**config.mk**
```make
export PLATFORM = sky130hd
export DESIGN_NAME = i2c_master_byte_flat
export DESIGN_NICKNAME = d
export VERILOG_FILES = /design/src/rtl/i2c_master_byte_if.sv /design/src/rtl/i2c_master_byte.sv /design/src/flat_wrapper.sv
export SDC_FILE = /design/constraint.sdc
export NUM_CORES = 1
export LEC_CHECK = 0
export CAP_MARGIN = 30
export CORE_ASPECT_RATIO = 1.25
export CORE_UTILIZATION = 40
export CTS_BUF_LIST = sky130_fd_sc_hd__clkbuf_8
export DETAILED_ROUTE_END_ITERATION = 6
export HOLD_SLACK_MARGIN = 0.15
export PLACE_DENSITY = 0.61
export SLEW_MARGIN = 20
export SYNTH_ARGS = -nofsm -noshare
export SYNTH_HDL_FRONTEND = slang
export SYNTH_SLANG_ARGS = --single-unit
```
**constraint.sdc**
```tcl
create_clock -name clk -period 1.9 [get_ports clk]
set_input_delay 0.38 -clock clk [delete_from_list [all_inputs] [get_ports clk]]
set_output_delay 0.38 -clock clk [all_outputs]
set_load 0.05 [all_outputs]
```
**src/rtl/i2c_master_byte_if.sv**
```systemverilog
// i2c_master_byte_if
// ------------------
// Bundles the command handshake, the result signals and the open-drain pin
// controls of i2c_master_byte into one interface.
//
// Handshake: a command is taken on a rising clk edge where cmd_valid=1 and
// cmd_ready=1. cmd, wdata and rd_nack are captured on that same edge and may
// change freely afterwards. cmd_ready is high only while the master is idle.
// done pulses for one cycle when the command finishes. err, rdata and ack_rx
// are valid from the done pulse onwards.
//
// Modports:
//   master - the byte-level I2C master (drives results and pin enables)
//   slave  - the host side plus the sensed pins (drives commands and scl_in/sda_in)
//
// Signals:
//   cmd_valid  host requests a command
//   cmd_ready  master idle; command accepted when cmd_valid=1
//   cmd        00 START, 01 STOP, 10 WRITE, 11 READ
//   wdata      byte to send for WRITE
//   rd_nack    READ: level sent in the 9th bit (1 = NACK)
//   done       one-cycle completion pulse
//   rdata      last READ result
//   ack_rx     last WRITE acknowledge bit (0 = ACK)
//   err        command was illegal in the current bus state (valid with done)
//   bus_owned  set by START, cleared by STOP
//   scl_oe     1 = pull SCL low
//   sda_oe     1 = pull SDA low
//   scl_in     synchronised SCL pin level
//   sda_in     synchronised SDA pin level
interface i2c_master_byte_if;
    logic       cmd_valid;
    logic       cmd_ready;
    logic [1:0] cmd;
    logic [7:0] wdata;
    logic       rd_nack;
    logic       done;
    logic [7:0] rdata;
    logic       ack_rx;
    logic       err;
    logic       bus_owned;
    logic       scl_oe;
    logic       sda_oe;
    logic       scl_in;
    logic       sda_in;

    modport master (
        input  cmd_valid, cmd, wdata, rd_nack, scl_in, sda_in,
        output cmd_ready, done, rdata, ack_rx, err, bus_owned, scl_oe, sda_oe
    );

    modport slave (
        output cmd_valid, cmd, wdata, rd_nack, scl_in, sda_in,
        input  cmd_ready, done, rdata, ack_rx, err, bus_owned, scl_oe, sda_oe
    );
endinterface

```
**src/rtl/i2c_master_byte.sv**
```systemverilog
// i2c_master_byte
// ---------------
// Byte-oriented single-master I2C engine. Executes one command at a time:
// START / repeated START, STOP, WRITE byte, READ byte. SCL is generated from a
// quarter-period divider and the slave may stretch the clock. Both lines are
// driven open-drain through output enables.
//
// Parameters:
//   CLK_DIV  clk cycles per SCL quarter period (>= 2)
//   CNT_W    width of the quarter counter
//
// Ports:
//   clk        system clock
//   rst        asynchronous, active-high reset; releases both lines at once
//   bus        i2c_master_byte_if.master (command handshake, results, pins)
//   state_dbg  current FSM state (IDLE=0, START=1, BIT=2, STOP=3, FIN=4)
//
// Every bus operation is a run of quarters Q0..Q3. Pin enables change on the
// edge that enters a quarter, so they are registered and glitch free.
module i2c_master_byte #(
    parameter int CLK_DIV = 16,
    parameter int CNT_W   = $clog2(CLK_DIV)
) (
    input  logic              clk,
    input  logic              rst,
    i2c_master_byte_if.master bus,
    output logic [2:0]        state_dbg
);

    localparam logic [2:0] ST_IDLE  = 3'd0;
    localparam logic [2:0] ST_START = 3'd1;
    localparam logic [2:0] ST_BIT   = 3'd2;
    localparam logic [2:0] ST_STOP  = 3'd3;
    localparam logic [2:0] ST_FIN   = 3'd4;

    localparam logic [1:0] CMD_START = 2'b00;
    localparam logic [1:0] CMD_STOP  = 2'b01;
    localparam logic [1:0] CMD_WRITE = 2'b10;
    localparam logic [1:0] CMD_READ  = 2'b11;

    localparam logic [CNT_W-1:0] CNT_LAST = CNT_W'(CLK_DIV - 1);

    logic [2:0]       state;
    logic [1:0]       q;          // current quarter
    logic [CNT_W-1:0] cnt;        // cycle within the quarter
    logic [3:0]       bit_idx;    // 0..8, bit 8 is the acknowledge slot
    logic [1:0]       cmd_r;
    logic [7:0]       sh;         // WRITE: outgoing bits at [7]; READ: incoming bits at [0]
    logic             rd_nack_r;
    logic             ack_bit;
    logic             err_r;

    logic             scl_oe_q;
    logic             sda_oe_q;
    logic             done_q;
    logic             err_q;
    logic [7:0]       rdata_q;
    logic             ack_rx_q;
    logic             bus_owned_q;

    logic             busy;
    logic             stretch;
    logic             q_end;

    // Stretching: while SCL is released the quarter cannot start counting
    // until the pin is really high, so a slave holding it low freezes the
    // counter at 0 for exactly as many cycles as it holds.
    always_comb begin
        busy    = (state == ST_START) || (state == ST_BIT) || (state == ST_STOP);
        stretch = busy && !scl_oe_q && !bus.scl_in && (cnt == '0);
        q_end   = busy && !stretch && (cnt == CNT_LAST);
    end

    always_ff @(posedge clk or posedge rst) begin
        if (rst) begin
            state       <= ST_IDLE;
            q           <= 2'd0;
            cnt         <= '0;
            bit_idx     <= 4'd0;
            cmd_r       <= CMD_START;
            sh          <= 8'h00;
            rd_nack_r   <= 1'b0;
            ack_bit     <= 1'b1;
            err_r       <= 1'b0;
            scl_oe_q    <= 1'b0;
            sda_oe_q    <= 1'b0;
            done_q      <= 1'b0;
            err_q       <= 1'b0;
            rdata_q     <= 8'h00;
            ack_rx_q    <= 1'b1;
            bus_owned_q <= 1'b0;
        end else begin
            done_q <= 1'b0;

            if (busy && !stretch) begin
                cnt <= q_end ? '0 : cnt + 1'b1;
            end
            if (q_end) begin
                q <= q + 2'd1;
            end

            case (state)
                ST_IDLE: begin
                    if (bus.cmd_valid) begin
                        cmd_r     <= bus.cmd;
                        sh        <= bus.wdata;
                        rd_nack_r <= bus.rd_nack;
                        q         <= 2'd0;
                        cnt       <= '0;
                        bit_idx   <= 4'd0;
                        if ((bus.cmd != CMD_START) && !bus_owned_q) begin
                            // Nothing to talk to without owning the bus:
                            // report the error without touching the pins.
                            err_r <= 1'b1;
                            state <= ST_FIN;
                        end else begin
                            err_r <= 1'b0;
                            case (bus.cmd)
                                CMD_START: begin
                                    // Q0: release SDA; SCL keeps its level so a
                                    // repeated START sees SDA rise while SCL is low.
                                    state    <= ST_START;
                                    sda_oe_q <= 1'b0;
                                end
                                CMD_STOP: begin
                                    state    <= ST_STOP;
                                    scl_oe_q <= 1'b1;
                                    sda_oe_q <= 1'b1;
                                end
                                default: begin
                                    // First data bit, MSB first. READ leaves SDA to the slave.
                                    state    <= ST_BIT;
                                    scl_oe_q <= 1'b1;
                                    sda_oe_q <= (bus.cmd == CMD_WRITE) ? ~bus.wdata[7] : 1'b0;
                                end
                            endcase
                        end
                    end
                end

                ST_START: begin
                    if (q_end) begin
                        case (q)
                            2'd0:    scl_oe_q <= 1'b0;  // SCL up (may stretch)
                            2'd1:    sda_oe_q <= 1'b1;  // SDA falls with SCL high
                            2'd2:    scl_oe_q <= 1'b1;  // SCL down, ready for data
                            default: state    <= ST_FIN;
                        endcase
                    end
                end

                ST_STOP: begin
                    if (q_end) begin
                        case (q)
                            2'd0:    scl_oe_q <= 1'b0;  // SCL up (may stretch)
                            2'd1:    sda_oe_q <= 1'b0;  // SDA rises with SCL high
                            2'd2:    ;                  // bus-free hold
                            default: state    <= ST_FIN;
                        endcase
                    end
                end

                ST_BIT: begin
                    if (q_end) begin
                        case (q)
                            2'd0: ;
                            2'd1: scl_oe_q <= 1'b0;
                            2'd2: begin
                                // Sample on the last cycle of the high phase that
                                // precedes Q3, after any stretch has ended.
                                if (bit_idx == 4'd8) begin
                                    if (cmd_r == CMD_WRITE) begin
                                        ack_bit <= bus.sda_in;
                                    end
                                end else begin
                                    sh <= {sh[6:0], bus.sda_in};
                                end
                            end
                            default: begin
                                // SCL falls here for the next bit, or for FIN.
                                scl_oe_q <= 1'b1;
                                if (bit_idx == 4'd8) begin
                                    state <= ST_FIN;
                                end else begin
                                    bit_idx <= bit_idx + 4'd1;
                                    if (bit_idx == 4'd7) begin
                                        // Acknowledge slot: WRITE listens, READ answers.
                                        sda_oe_q <= (cmd_r == CMD_WRITE) ? 1'b0 : ~rd_nack_r;
                                    end else begin
                                        sda_oe_q <= (cmd_r == CMD_WRITE) ? ~sh[7] : 1'b0;
                                    end
                                end
                            end
                        endcase
                    end
                end

                ST_FIN: begin
                    // Results and bus ownership update together with done.
                    state  <= ST_IDLE;
                    done_q <= 1'b1;
                    err_q  <= err_r;
                    if (!err_r) begin
                        case (cmd_r)
                            CMD_START: bus_owned_q <= 1'b1;
                            CMD_STOP:  bus_owned_q <= 1'b0;
                            CMD_WRITE: ack_rx_q    <= ack_bit;
                            default:   rdata_q     <= sh;
                        endcase
                    end
                end

                default: state <= ST_IDLE;
            endcase
        end
    end

    assign bus.cmd_ready = (state == ST_IDLE);
    assign bus.done      = done_q;
    assign bus.err       = err_q;
    assign bus.rdata     = rdata_q;
    assign bus.ack_rx    = ack_rx_q;
    assign bus.bus_owned = bus_owned_q;
    assign bus.scl_oe    = scl_oe_q;
    assign bus.sda_oe    = sda_oe_q;
    assign state_dbg     = state;

endmodule

```
**src/flat_wrapper.sv**
```systemverilog
// flat-port wrapper written by rule: the top's interface ports become plain ports
module i2c_master_byte_flat 
#(
    parameter int CLK_DIV = 16,
    parameter int CNT_W   = $clog2(CLK_DIV)
)
  (clk, rst, state_dbg, bus_cmd_valid, bus_cmd, bus_wdata, bus_rd_nack, bus_scl_in, bus_sda_in, bus_cmd_ready, bus_done, bus_rdata, bus_ack_rx, bus_err, bus_bus_owned, bus_scl_oe, bus_sda_oe);
  i2c_master_byte_if bus_i ();
  input  logic clk;
  input  logic rst;
  output logic [2:0] state_dbg;
  input wire logic [$bits(bus_i.cmd_valid)-1:0] bus_cmd_valid;
  input wire logic [$bits(bus_i.cmd)-1:0] bus_cmd;
  input wire logic [$bits(bus_i.wdata)-1:0] bus_wdata;
  input wire logic [$bits(bus_i.rd_nack)-1:0] bus_rd_nack;
  input wire logic [$bits(bus_i.scl_in)-1:0] bus_scl_in;
  input wire logic [$bits(bus_i.sda_in)-1:0] bus_sda_in;
  output wire logic [$bits(bus_i.cmd_ready)-1:0] bus_cmd_ready;
  output wire logic [$bits(bus_i.done)-1:0] bus_done;
  output wire logic [$bits(bus_i.rdata)-1:0] bus_rdata;
  output wire logic [$bits(bus_i.ack_rx)-1:0] bus_ack_rx;
  output wire logic [$bits(bus_i.err)-1:0] bus_err;
  output wire logic [$bits(bus_i.bus_owned)-1:0] bus_bus_owned;
  output wire logic [$bits(bus_i.scl_oe)-1:0] bus_scl_oe;
  output wire logic [$bits(bus_i.sda_oe)-1:0] bus_sda_oe;
  assign bus_i.cmd_valid = bus_cmd_valid;
  assign bus_i.cmd = bus_cmd;
  assign bus_i.wdata = bus_wdata;
  assign bus_i.rd_nack = bus_rd_nack;
  assign bus_i.scl_in = bus_scl_in;
  assign bus_i.sda_in = bus_sda_in;
  assign bus_cmd_ready = bus_i.cmd_ready;
  assign bus_done = bus_i.done;
  assign bus_rdata = bus_i.rdata;
  assign bus_ack_rx = bus_i.ack_rx;
  assign bus_err = bus_i.err;
  assign bus_bus_owned = bus_i.bus_owned;
  assign bus_scl_oe = bus_i.scl_oe;
  assign bus_sda_oe = bus_i.sda_oe;
  i2c_master_byte #(.CLK_DIV(CLK_DIV), .CNT_W(CNT_W)) u_core (.clk(clk), .rst(rst), .bus(bus_i), .state_dbg(state_dbg));
endmodule
```
==> flow_summary.toml <==
[final_layout]
areaGrowthSynthToFinish_pct = 31.4
drive_gt1_share_pct = 27.0
antenna-diode-count = 0
final_cell_area_um2 = 2800
filler_cell_count = 461
layout.nets = 275

[grt]
grt-ovfl-total = 0
grt_first_pass_wirelength_um = 7410
grtUsageTotal_pct = 17.6
antenna_found_initial = 0
largest_net_degree_at_the_start_of_global_routing = 41
grt_pass1_vias = 1660

[routing]
routed-via-count = 1622
number_of_design_rule_violations_left_after_detail_routing = 0
antenna_violating_nets_remaining = 0
drt_first_pass_iters = 4
vias_per_cell = 5.17
routed_wirelength_um = 4400
drtIter0Drc = 92
wl_per_cell_um = 14.0

[worst_hold_path]
hold_path_class = "in2async"

[timing]
finalClockSkew_ns = 0.00670
slew_margin_rel_pct = 66.8
post-route-min-period_ns = 1.83
final_max_slew_viol_count = 0
worstMarginPinSlew_ns = 0.496
hold_viol_final = 0
setup_repair_after_global_routing_missed_its_margin = "no"
final_setup_margin_ns = 0.0729
achievable-frequency_mhz = 547
final_min_period_over_clock_period_pct = 96.2
final_setup_violations = 0

[synthesis]
yosys.area.top_type = "dfrtp_1"
yosys_register_bits = 40
ys.flop_type = "dfrtp_1"
synth-edff-count = 0
net_count_of_the_mapped_netlist = 225
yosys-top-cells-area = "dfrtp_1, mux2_2, mux2i_1"
synth_sequential_area_ratio_pct = 47.1
netlist-cell-type-count = 46
ys_async_sr_fraction_pct = 100
yosys.cell_count.top_type = "dfrtp_1"
post_synth_most_frequent_cells = "dfrtp_1, mux2_2, nand2_1, nor2_1, inv_1"
syn_area_per_cell_um2 = 10.6
yosysTopAreaCellShare_pct = 44.6
syn-instance-count = 201
synth.cell_area_um2 = 2130
ys_warn_count = 0

[power]
ir_worst_vdd_v = 0.000756
switching_power_as_a_share_of_total_power_pct = 41.3
p_comb_share_pct = 50.8
power.clock.fraction_pct = 17.3
cellPowerDensity_nw_per_um2 = 1560
seq_power_share_pct = 31.9
total_switching_power_mw = 1.80
internal_power_mw = 2.57
power.static_leakage_nw = 1.22

[clock_tree]
cts_max_level = 2
clk_pin_slew_worst_paths_ns = 0.08
post_cts.repair.setup_buffers = 0
cts_tree = "built"
holdBufCountCts = 0
cts_inserted_buffers = 5
root_buffer = "clkbuf_8"
cts_max_path_buffers = 2
clock-sinks = 40
clk_latency_ns = 0.29

[worst_setup_path]
end_kind = "output port"
timing_worst_setup_path_type = "reg2out"
crit_chain = "clkdlybuf4s50_1"
worstPathArrival_ns = 1.45
cp.required_ns = 1.52
cp_slowest_stage_delay_ns = 0.80
critPathLaunchType = "flop"
worst_path_max_delay_cell = "clkdlybuf4s50_1"
critPathBufInv = 1
crit_family = "buffers and inverters"
worst-path-max-fanout = 2

[floorplanning]
die_area_um2 = 5630
chipHeight_um = 83.6
die-width_um = 67.3
initial_utilization_pct = 41.7
coreArea_um2 = 5120
pin_count = 34
core.rowCount = 29

[flow_run]
maxCapViolCount = 0

[place]
io_buffer_count = 33
detailedPlace.worstSlack_ns = -0.234
postPlaceCellArea_um2 = 2670
post-dp-hpwl_um = 3140
routability_driven_placement_congestion_ratio = 0.840

[run_status]
status = "completed"
[flip-flops by register name (all words and copies together), names as in the netlist, 2 cells and up]
name,cells
u_core.state_dbg,3
u_core.cmd_r,2
u_core.q,2
u_core.sh,8
u_core.cnt,4
u_core.bit_idx,4
u_core.bus.rdata,8
[repair_timing]
action / CTS / global route
setup endpoints to repair: 0 / 3
hold endpoints to repair: 0 / 0
gates resized for setup: 0 / 3
[layout by cell type, fill, tap and decap left out, drive strengths merged, types with 2 or more instances in the layout]
cell type and n:
nor3 5, mux2i 12, buf 28, o22ai 2, nor2 16, nor4b 2, and3 2, a21oi 11
mux2 16, dfstp 2, clkbuf 7, clkdlybuf4s50 23, o21ai 16, or3 2, nand2 15, dfrtp 38
a211oi 3, nand2b 3, nand3b 2, ha 8, nand3 6, and2 3, xnor2 2, inv 13
[power groups by stage]
stage | Clock [mW] | Sequential [mW] | Combinational, mW
after floorplan | 0 | 1.81 | 1.05
after global placement | 0 | 1.41 | 2.21
after detailed placement | 0 | 1.41 | 2.23
after CTS | 0.782 | 1.40 | 2.24
after global routing | 0.817 | 1.44 | 2.39
final | 0.757 | 1.39 | 2.22
[logic make-up after synthesis]
logic type,share of synthesized area [%]
AOI/OAI and AO/OA,13.6
xor gates and xnor gates,0.822
adders and majority gates,4.70
buffers and inverters,4.46
DFF,47.1
muxes,14.1
and+or+nand+nor,15.3
[cell type report]
class | count | area, um2 | area share [%]
multi-input cells | 140 | 1050 | 37.5
clock inverters | 1 | 30.0 | 1.07
well taps | 62 | 77.6 | 2.77
repair buffers | 51 | 490 | 17.5
flip-flops and latches | 40 | 1010 | 36.0
inverters | 13 | 48.8 | 1.74
clock buffers | 7 | 96.3 | 3.44
[metrics by stage]
step | hold WS (ns) | utilization [%] | power (mW) | instances | TNS, ns
floorplan | 0.464 | - | 2.86 | 201 | 0
global placement | 0.485 | 52.2 | 3.62 | 306 | -0.289
detailed placement | 0.483 | 52.2 | 3.65 | 306 | -0.325
CTS | 0.441 | 54.6 | 4.42 | 314 | 0
global route | 0.471 | 54.8 | 4.65 | 314 | 0
finish | 0.426 | 54.8 | 4.37 | 314 | 0
[per-layer routing]
metal  track usage [%]  vias up  part of all wire (%)
li1                  -      807                     -
met5                 0        -                     0
met2              29.1       32                    49
met1              21.4      774                    46
met4              8.12        0                   1.9
met3              3.42        9                   3.4
[final timing paths]
path	depth (start not counted)	end	slack, ns	from
max	1	bus_rdata[2]	0.07	u_core.bus.rdata[2]
min	3	u_core.sh[1]	0.43	rst
max reg2reg	5	u_core.bus.sda_oe	0.11	u_core.cnt[1]
min reg2reg	1	u_core.bus.bus_owned	0.50	u_core.cmd_r[0]
max in group asynchronous	3	u_core.bus.ack_rx	1.22	rst
min in group clk	1	u_core.bus.bus_owned	0.50	u_core.cmd_r[0]
Power figures use the tool's default switching activity.
